$ cat config.mk
export PLATFORM = sky130hd
export DESIGN_NAME = rect_fill_sequencer
export DESIGN_NICKNAME = d
export VERILOG_FILES = /design/src/rtl/rect_fill_sequencer.sv
export SDC_FILE = /design/constraint.sdc
export NUM_CORES = 1
export LEC_CHECK = 0
export BUFFER_PORTS_ARGS = -buffer_cell sky130_fd_sc_hd__buf_2
export CAP_MARGIN = 40
export CELL_PAD_IN_SITES_DETAIL_PLACEMENT = 0
export CELL_PAD_IN_SITES_GLOBAL_PLACEMENT = 1
export CORE_UTILIZATION = 44
export DETAILED_ROUTE_END_ITERATION = 12
export GPL_TIMING_DRIVEN = 0
export MAX_ROUTING_LAYER = met4
export PLACE_DENSITY = 0.89
export SYNTH_ARGS = -nofsm -noshare
export SYNTH_HDL_FRONTEND = slang
export SYNTH_SLANG_ARGS = --single-unit
$ cat constraint.sdc
create_clock -name iClock -period 5.05 [get_ports iClock]
set_input_delay 1.01 -clock iClock [delete_from_list [all_inputs] [get_ports iClock]]
set_output_delay 1.01 -clock iClock [all_outputs]
set_load 0.02 [all_outputs]
$ cat src/rtl/rect_fill_sequencer.sv
// Rectangle-fill / screen-clear sequencer that drives the VGA adapter write port, one pixel per clock.
// Optional RECT_FILL_CLIP_EN: suppress oPlot for pixels outside the visible screen.
module rect_fill_sequencer #(
  parameter int unsigned X_SCREEN_PIXELS = 160,
  parameter int unsigned Y_SCREEN_PIXELS = 120
) (
  input  logic       iClock,
  input  logic       iResetn,
  input  logic       iCmdValid,
  output logic       oCmdReady,
  input  logic       iCmdClear,
  input  logic [7:0] iCmdX,
  input  logic [6:0] iCmdY,
  input  logic [7:0] iCmdW,
  input  logic [6:0] iCmdH,
  input  logic [2:0] iCmdColour,
  input  logic       iAbort,
  output logic [7:0] oX,
  output logic [6:0] oY,
  output logic [2:0] oColour,
  output logic       oPlot,
  output logic       oBusy,
  output logic       oDone
);

  typedef enum logic [1:0] {IDLE, DRAW, DONE} state_t;

  state_t     state, state_next;
  logic [7:0] x_lat, w_lat, col, next_col;
  logic [6:0] y_lat, h_lat, row, next_row;
  logic [7:0] eff_x, eff_w;
  logic [6:0] eff_y, eff_h;
  logic [2:0] eff_colour;
  logic       eff_nonzero, accept, last_pix, go_done;
  logic [7:0] base_x, off_x, pix_x;
  logic [6:0] base_y, off_y, pix_y;
  logic       pix_on;

  assign accept = iCmdValid && (state == IDLE);

  always_comb begin
    if (iCmdClear) begin
      eff_x      = '0;
      eff_y      = '0;
      eff_w      = 8'(X_SCREEN_PIXELS);
      eff_h      = 7'(Y_SCREEN_PIXELS);
      eff_colour = '0;
    end else begin
      eff_x      = iCmdX;
      eff_y      = iCmdY;
      eff_w      = iCmdW;
      eff_h      = iCmdH;
      eff_colour = iCmdColour;
    end
    eff_nonzero = (eff_w != '0) && (eff_h != '0);
  end

  assign last_pix = (col == w_lat - 8'd1) && (row == h_lat - 7'd1);
  assign go_done  = iAbort || last_pix;

  always_comb begin
    if (col == w_lat - 8'd1) begin
      next_col = '0;
      next_row = row + 7'd1;
    end else begin
      next_col = col + 8'd1;
      next_row = row;
    end
  end

  // One adder pair serves both the first pixel (from the live command) and later pixels (from the latch).
  always_comb begin
    if (state == IDLE) begin
      base_x = eff_x;
      base_y = eff_y;
      off_x  = '0;
      off_y  = '0;
    end else begin
      base_x = x_lat;
      base_y = y_lat;
      off_x  = next_col;
      off_y  = next_row;
    end
    pix_x = base_x + off_x;
    pix_y = base_y + off_y;
  end

`ifdef RECT_FILL_CLIP_EN
  logic [8:0] wide_x;
  logic [7:0] wide_y;
  assign wide_x = {1'b0, base_x} + {1'b0, off_x};
  assign wide_y = {1'b0, base_y} + {1'b0, off_y};
  assign pix_on = (wide_x < 9'(X_SCREEN_PIXELS)) && (wide_y < 8'(Y_SCREEN_PIXELS));
`else
  assign pix_on = 1'b1;
`endif

  always_ff @(posedge iClock or negedge iResetn) begin
    if (!iResetn) state <= IDLE;
    else          state <= state_next;
  end

  always_comb begin
    state_next = state;
    case (state)
      IDLE:    if (accept) state_next = eff_nonzero ? DRAW : DONE;
      DRAW:    if (go_done) state_next = DONE;
      DONE:    state_next = IDLE;
      default: state_next = IDLE;
    endcase
  end

  always_comb begin
    oCmdReady = (state == IDLE);
    oBusy     = (state != IDLE);
    oDone     = (state == DONE);
  end

  always_ff @(posedge iClock or negedge iResetn) begin
    if (!iResetn) begin
      x_lat   <= '0;
      y_lat   <= '0;
      w_lat   <= '0;
      h_lat   <= '0;
      col     <= '0;
      row     <= '0;
      oX      <= '0;
      oY      <= '0;
      oColour <= '0;
      oPlot   <= 1'b0;
    end else begin
      case (state)
        IDLE: begin
          if (accept) begin
            x_lat   <= eff_x;
            y_lat   <= eff_y;
            w_lat   <= eff_w;
            h_lat   <= eff_h;
            col     <= '0;
            row     <= '0;
            oColour <= eff_colour;
            if (eff_nonzero) begin
              oX    <= pix_x;
              oY    <= pix_y;
              oPlot <= pix_on;
            end
          end
        end
        DRAW: begin
          if (go_done) begin
            oPlot <= 1'b0;
          end else begin
            col   <= next_col;
            row   <= next_row;
            oX    <= pix_x;
            oY    <= pix_y;
            oPlot <= pix_on;
          end
        end
        default: oPlot <= 1'b0;
      endcase
    end
  end

endmodule
==> results of run 1 <==
==> logic make-up (layout without fill, tap and decap cells) <==
group / Yosys count / in the layout / share of synthesized area
adder cells (fa/ha/maj): 19 / 19 / 0.0584
XOR/XNOR: 35 / 35 / 0.0778
AND/OR/NAND/NOR: 182 / 182 / 0.210
AO/OA/AOI/OAI: 119 / 119 / 0.176
buffers and inverters: 49 / 125 / 0.0494
multiplexers: 17 / 17 / 0.0468
flip-flops: 66 / 66 / 0.382
==> layout by cell type (no fill, tap or decap), drive strengths merged, types with 4 or more instances in the layout <==
cell	count
a21oi	12
buf	67
clkbuf	32
dfrtp	66
ha	17
inv	21
mux2	11
mux2i	6
nand2	63
nand2b	31
nand3	11
nor2	36
nor2b	8
nor3	4
nor4	5
o21a	5
o21ai	63
o2bb2ai	6
or3b	4
xnor2	24
xor2	9
==> worst min path at each step <==
stage / startpoint / end / slack, ns
2_1_floorplan: x_lat[0]$_DFFE_PN0P_ / x_lat[0]$_DFFE_PN0P_ / 0.45
3_3_place_gp: oColour[0]$_DFFE_PN0P_ / oColour[0]$_DFFE_PN0P_ / 0.46
3_5_place_dp: y_lat[5]$_DFFE_PN0P_ / y_lat[5]$_DFFE_PN0P_ / 0.47
4_1_cts: x_lat[4]$_DFFE_PN0P_ / x_lat[4]$_DFFE_PN0P_ / 0.49
5_1_grt: x_lat[4]$_DFFE_PN0P_ / x_lat[4]$_DFFE_PN0P_ / 0.50
6_report: x_lat[4]$_DFFE_PN0P_ / x_lat[4]$_DFFE_PN0P_ / 0.48
==> power by group <==
group          leakage, nW  internal, W  switching, W
Clock               0.0986     0.000254      0.000217
Combinational         1.28     0.000594      0.000816
Sequential           0.863     0.000728      0.000161
Total                 2.24      0.00158       0.00120
==> state kept, by name, summed over array words and instances, names as in the netlist <==
name and flops:
oX 8, state 2, row 7, h_lat 7
y_lat 7, oColour 3, w_lat 8, oPlot 1
x_lat 8, col 8, oY 7
==> cells in the mapped netlist, types with 6 or more instances <==
library cell                 n
sky130_fd_sc_hd__nand2b_1   31
sky130_fd_sc_hd__clkbuf_1   20
sky130_fd_sc_hd__xor2_1      9
sky130_fd_sc_hd__o2bb2ai_1   6
sky130_fd_sc_hd__inv_1      21
sky130_fd_sc_hd__dfrtp_1    66
sky130_fd_sc_hd__mux2i_1     6
sky130_fd_sc_hd__ha_1       17
sky130_fd_sc_hd__nor2b_1     8
sky130_fd_sc_hd__nor2_1     36
sky130_fd_sc_hd__a21oi_1    10
sky130_fd_sc_hd__nand2_1    63
sky130_fd_sc_hd__nand3_1    11
sky130_fd_sc_hd__o21ai_0    62
sky130_fd_sc_hd__mux2_2      6
sky130_fd_sc_hd__xnor2_1    24
==> worst max-delay path: cells and delay by family, from the launching register on <==
family,cells,cell delay [ns]
buf+inv,3,0.44
simple gates,5,1.25
fa+ha+maj,3,0.77
flops,1,0.44
xor+xnor,1,0.11
compound gates,7,1.33
==> layer usage <==
| layer | share of wire | global-route usage | routed length [um] | up-vias |
|---|---|---|---|---|
| li1 | - | - | - | 1828 |
| met1 | 0.49 | 0.326 | 5230 | 1818 |
| met2 | 0.44 | 0.358 | 4720 | 102 |
| met3 | 0.055 | 0.0511 | 588 | 18 |
| met4 | 0.019 | 0.0780 | 208 | 0 |
| met5 | 0 | - | 0 | - |
==> what timing repair did <==
action                     CTS  global route
setup endpoints to repair    0             1
resized for setup            0             1
hold endpoints to repair     0             0
==> area by class of cell <==
class / instances / area, um2
multi-input cells: 372 / 2470
well taps: 129 / 161
clock inverters: 4 / 50.0
fillers: 919 / 4350
flip-flops and latches: 66 / 1650
plain buffers: 27 / 131
inverters: 22 / 82.6
clock buffers: 12 / 155
repair buffers: 60 / 325
==> per-stage QoR <==
stage                     setup WS (ns)  instances   util  area (um2)
after global routing              0.134        692  0.536        5020
after global placement            0.539        675  0.510        4780
final                             0.620        692  0.536        5020
after detailed placement          0.514        676  0.514        4810
after CTS                         0.485        692  0.536        5020
after floorplan                    1.11        487      -        4330
==> results.txt, run 1 <==
----------------------------------------------------
[Cells and area]
  Share of cells above drive strength 1 ... 0.188
  Area Overhead vs Synth ... 16.1%
  Number of nets in the layout ... 615
  Number of inserted diodes ... 0

[Detailed routing]
  Number of antenna-violating nets in the routed design ... 0
  Total wire length ... 10,800 um
  Routed wire length per instance ... 15.5 um
  Via/cell ratio ... 5.44
  DRC violation count after routing ... 0
  Vias post-DR ... 3,766
  Initial DRC count ... 229
  Drt pass-1 iters ... 4

[Setup path]
  Reg2Reg Capture Point ... oY[6]$_DFFE_PN0P_
  Startpoint kind of the worst setup timing path ... register
  Count of cells along the worst register-to-register path ... 19
  Largest stage delay on the critical path ... 0.49 ns
  Critical-path top delay cell ... sky130_fd_sc_hd__or3b_2
  Reg-to-reg critical path startpoint ... w_lat[0]$_DFFE_PN0P_
  Critical path type ... register to register
  Worst Path Required ... 5.33 ns
  Biggest fanout along the worst timing path ... 10
  Data arrival time of the critical path ... 4.71 ns
  Critical path origin ... w_lat[0]$_DFFE_PN0P_
  Crit-path cells ... inv_1, ha_1, or3b_2, nor4_1, o211ai_1, a211oi_2, buf_2, xnor2_1, nor2_1, ha_1, inv_1, fa_1, nor2b_1, o21ai_0, a21boi_0, o21ai_0, and3_1, o21a_1, o31ai_1
  Worst setup slack for register-to-register paths ... 0.62 ns
  End of the critical path ... oY[6]$_DFFE_PN0P_
  Endpoint kind of the worst setup timing path ... register

[Timing]
  Final worst hold slack ... 0.484 ns
  Count of final hold-check violations ... 0
  Max frequency ... 0.226 GHz
  RSZ-0062 raised after global routing ... false
  Worst slew pin tran ... 0.799 ns
  Final-layout setup total negative slack ... 0 ns
  Final critical-path share of the clock period ... 0.877
  Shortest period the worst path allows ... 4.43 ns
  Final max-slew violation count ... 0
  Clk_skew ... 0.0123 ns
  Setup-violating endpoint count in the final report ... 0
  Slew margin rel. ... 0.461

[Logic synthesis]
  Most frequently used flop master after synthesis ... sky130_fd_sc_hd__dfrtp_1
  Largest cells by area after synthesis ... sky130_fd_sc_hd__dfrtp_1 38%, sky130_fd_sc_hd__o21ai_0 7.2%, sky130_fd_sc_hd__nand2_1 5.5%, sky130_fd_sc_hd__ha_1 4.9%, sky130_fd_sc_hd__xnor2_1 4.9%
  Ys async rst share ... 1.00
  Count of flip-flops with a built-in enable after synthesis ... 0
  Yosys warning total ... 0
  Synthesized instance count ... 487
  Average cell area after synthesis ... 8.88 um2
  Net count after synthesis ... 544
  Cell accounting for the most synthesized area ... sky130_fd_sc_hd__dfrtp_1
  Area share of the largest cell type after synthesis ... 0.382
  Flops & latches, synth ... 66
  Unique cell type count in the Yosys netlist ... 61
  Fraction of the yosys area taken by sequential cells ... 0.382
  Netlist area before placement ... 0.00433 mm2

[Hold path]
  Hold Path Cell Cnt ... 2
  Min-Delay Path Class ... register to register

[Floorplan]
  Placement Rows ... 35
  Area enclosed by the die boundary ... 0.0102 mm2
  Die Y ... 101 um
  Initial cell density of the core ... 0.462
  Number of top-level pins ... 60
  Width of the chip ... 101 um
  Area of the core region ... 0.00937 mm2

[Clocking]
  Clk slew on worst S/H paths ... 0.08 ns
  Number of sinks handled by clock tree synthesis ... 66
  Master cell of the clock root buffer ... sky130_fd_sc_hd__clkbuf_8
  Insertion delay of the later-clocked pin in the worst-skew pair ... 0.36 ns
  Post-CTS Hold Fix Bufs ... 0
  Buffers from clock root to sink, at most ... 2
  Buffer count from post-CTS setup fixing ... 0
  CTS tree ... done
  Inserted Clock Buffers ... 9
  # H-tree levels ... 3

[GRT]
  Number of global-route vias before repair ... 3,668
  Antenna violations before repair ... 0
  Pin count of the biggest net entering global routing ... 44
  GRT Residual Overflow ... 0
  Total routing usage reported by global routing ... 0.240
  Global-route wire length before repair ... 18,200 um

[Pwr]
  Power Total ... 0.00277 W
  Total power density per cell area ... 552 mW/mm2
  Worst ir drop on vdd ... 270 uV
  Leakage dissipation ... 2.24 nW

[Placed design]
  Placer Congestion ... 0.802
  Final HPWL DP ... 8040 um
  Input/output buffers ... 59

[Outcome]
  Result of the run ... finished clean

[Flow run]
  Count of maximum capacitance violations ... 0

----------------------------------------------------
Power figures use the tool's default switching activity.
==> run 2, diff against run 1 <==
--- a/config.mk
+++ b/config.mk
@@ -9,11 +9,12 @@
 export CAP_MARGIN = 40
 export CELL_PAD_IN_SITES_DETAIL_PLACEMENT = 0
 export CELL_PAD_IN_SITES_GLOBAL_PLACEMENT = 1
-export CORE_UTILIZATION = 44
+export CORE_UTILIZATION = 40
+export CTS_CLUSTER_SIZE = 10
 export DETAILED_ROUTE_END_ITERATION = 12
 export GPL_TIMING_DRIVEN = 0
 export MAX_ROUTING_LAYER = met4
-export PLACE_DENSITY = 0.89
+export PLACE_DENSITY = 0.86
 export SYNTH_ARGS = -nofsm -noshare
 export SYNTH_HDL_FRONTEND = slang
 export SYNTH_SLANG_ARGS = --single-unit
==> constraint.sdc (replaced) <==
create_clock -name iClock -period 3.7 [get_ports iClock]
set_input_delay 0.74 -clock iClock [delete_from_list [all_inputs] [get_ports iClock]]
set_output_delay 0.74 -clock iClock [all_outputs]
set_load 0.02 [all_outputs]
==> results.txt, run 2 (same netlist as run 1, synthesis figures left out) <==
----------------------------------------------------
[Cells and area]
  Fin cells ... 717 (+3.6%)
  Number of inserted diodes ... 0 (unchanged)
  Layout fillers ... 982 (+6.9%)
  Share of cells above drive strength 1 ... 0.274 (+0.0854)
  Number of nets in the layout ... 633 (+2.9%)
  Commonest cells after routing, fill and taps aside ... 65 x sky130_fd_sc_hd__dfrtp_1, 62 x sky130_fd_sc_hd__nand2_1, 60 x sky130_fd_sc_hd__buf_2
  Leading cell type in the layout, fill and taps excluded ... sky130_fd_sc_hd__dfrtp_1
  Area Overhead vs Synth ... 24.1%
  Post-route standard cell area excluding fillers ... 0.00537 mm2 (+6.9%)

[GRT]
  Global-route wire length before repair ... 19,200 um (+5.6%)
  Number of global-route vias before repair ... 3,884 (+5.9%)
  Pin count of the biggest net entering global routing ... 39 (-11%)
  Global Route met2 Usage ... 0.345 (-0.0125)
  GRT Residual Overflow ... 0 (unchanged)
  Antenna violations before repair ... 0 (unchanged)
  M3 GR Usage ... 0.0515 (+0.000432)
  Total routing usage reported by global routing ... 0.226 (-0.0143)
  Layer with the highest usage after global routing ... met2
  Met1 track utilization from global routing ... 0.306 (-0.0203)

[Pwr]
  Worst ir drop on vdd ... 327 uV (+21%)
  Total power density per cell area ... 748 mW/mm2 (+36%)
  Leakage dissipation ... 2.35 nW (+4.8%)

[Setup path]
  Worst Path Required ... 3.97 ns (-1.36 ns)
  Startpoint kind of the worst setup timing path ... register
  Critical path type ... register to register
  Biggest fanout along the worst timing path ... 5 (-5)
  Largest stage delay on the critical path ... 0.60 ns (+0.11 ns)
  Critical path's top delay family ... simple AND/OR/NAND/NOR gates
  Worst Path Buf+Inv ... 2 (-1)
  Crit-path cells ... or4_4, nor2_2, nand4b_1, a211o_2, buf_4, buf_4, or3_1, xor2_1, nor2_1, ha_1, o21ai_2, and3_4, o21a_1, o31ai_2
  Data arrival time of the critical path ... 4.19 ns (-0.52 ns)
  Endpoint kind of the worst setup timing path ... register
  Most frequent cell on the critical path ... sky130_fd_sc_hd__buf_4
  Critical-path top delay cell ... sky130_fd_sc_hd__or4_4

[Detailed routing]
  Drt pass-1 iters ... 5 (+1)
  Number of antenna-violating nets in the routed design ... 0 (unchanged)
  Total wire length ... 11,700 um (+8.9%)
  Routed wire length per instance ... 16.3 um (+5.1%)
  Via/cell ratio ... 5.38 (-1.1%)
  DRC violation count after routing ... 0 (unchanged)
  Vias post-DR ... 3,860 (+2.5%)
  Initial DRC count ... 206 (-10%)

[Floorplan]
  Placement Rows ... 37 (+5.7%)
  Initial cell density of the core ... 0.415 (-0.0463)
  Area enclosed by the die boundary ... 0.0112 mm2 (+9.8%)
  Width of the chip ... 106 um (+4.8%)
  Area of the core region ... 0.0104 mm2 (+11%)
  Die Y ... 106 um (+4.8%)
  Number of top-level pins ... 60 (unchanged)

[Clocking]
  Number of sinks handled by clock tree synthesis ... 66 (unchanged)
  Buffers from clock root to sink, at most ... 2 (unchanged)
  CTS tree ... done
  Master cell of the clock root buffer ... sky130_fd_sc_hd__clkbuf_8
  Insertion delay of the later-clocked pin in the worst-skew pair ... 0.36 ns (about the same)
  Inserted Clock Buffers ... 9 (unchanged)
  Clk slew on worst S/H paths ... 0.07 ns (about the same)
  # H-tree levels ... 3 (unchanged)

[Hold path]
  Min-Delay Path Class ... input port to async pin

[Outcome]
  Result of the run ... complete, but fails checks
  Failing checks ... setup timing

[Timing]
  Final max-slew violation count ... 0 (unchanged)
  RSZ-0062 raised after global routing ... true
  Setup-violating endpoint count in the final report ... 5 (+5)
  Count of final hold-check violations ... 0 (unchanged)
  Slew margin rel. ... 0.420 (-0.0410)
  Clk_skew ... 0.00721 ns (-0.00511 ns)
  Final worst hold slack ... 0.301 ns (-0.183 ns)
  Final critical-path share of the clock period ... 1.06 (+0.180)
  Shortest period the worst path allows ... 3.91 ns (-0.517 ns)
  Worst slew pin tran ... 0.859 ns (+0.0607 ns)
  Final Worst Setup Slack ... -0.213 ns (-0.833 ns)
  Max frequency ... 0.256 GHz (+13%)

[Placed design]
  Post-place instance area ... 0.00483 mm2 (+0.31%)
  Number of cells in the design after placement ... 683 (+1.0%)
  Final HPWL DP ... 8240 um (+2.4%)
  Input/output buffers ... 59 (unchanged)
  Placer Congestion ... 0.810 (+0.98%)

[Flow run]
  Count of maximum capacitance violations ... 0 (unchanged)

----------------------------------------------------
[run 2: area by class of cell]
class,count,area (um2),share of cell area
plain buffers,26,126,0.0235
clock buffers,14,173,0.0322
clock inverters,2,10.0,0.00186
inverters,22,82.6,0.0154
multi-input cells,372,2670,0.497
flip-flops and latches,66,1650,0.308
well taps,136,170,0.0317
repair buffers,79,485,0.0904
[run 2: repair_timing]
action,CTS,global route
endpoints found under the setup margin,7,7
pin swaps,15,21
hold buffers,0,0
gates resized for setup,18,33
buffers inserted,17,6
[run 2: power breakdown]
part	internal [W]	total (W)	switching, W
Sequential	0.000995	0.00122	0.000226
Combinational	0.000946	0.00221	0.00126
Clock	0.000297	0.000586	0.000289
[run 2: through the flow]
| step | setup TNS, ns | utilization | total power [W] | worst slack [ns] |
|---|---|---|---|---|
| 5_1_grt | -2.30 | 0.516 | 0.00435 | -0.483 |
| 6_report | -0.685 | 0.516 | 0.00402 | -0.213 |
| 4_1_cts | -0.769 | 0.499 | 0.00384 | -0.307 |
| 3_3_place_gp | -1.56 | 0.461 | 0.00309 | -0.432 |
| 3_5_place_dp | -1.93 | 0.464 | 0.00316 | -0.565 |
| 2_1_floorplan | 0 | - | 0.00264 | 0.0138 |
[run 2: worst register-to-register path, delay by kind of cell, from the launching register on]
kind	cells	cell delay (ns)
buf+inv	2	0.31
compound gates	4	0.86
fa+ha+maj	1	0.34
simple gates	6	1.66
xor+xnor	1	0.23
flops	1	0.43
[run 2: final timing paths]
check	to	from	depth (start not counted)	slack (ns)
setup / recovery	oY[6]$_DFFE_PN0P_	w_lat[1]$_DFFE_PN0P_	14	-0.21
hold / removal	oX[5]$_DFFE_PN0P_	iResetn	1	0.30
setup reg to reg	oY[6]$_DFFE_PN0P_	w_lat[1]$_DFFE_PN0P_	14	-0.21
hold reg to reg	oColour[1]$_DFFE_PN0P_	oColour[1]$_DFFE_PN0P_	2	0.48
max in group asynchronous	w_lat[5]$_DFFE_PN0P_	iResetn	2	2.84
min in group iClock	oColour[1]$_DFFE_PN0P_	oColour[1]$_DFFE_PN0P_	2	0.48
[run 2: routing by layer]
layer  up-vias  wire [um]  part of all wire
met1      1872       5440              0.46
met3        12        717             0.061
li1       1858          -                 -
met2       118       5440              0.46
met4         0        121             0.010
met5         -          0                 0
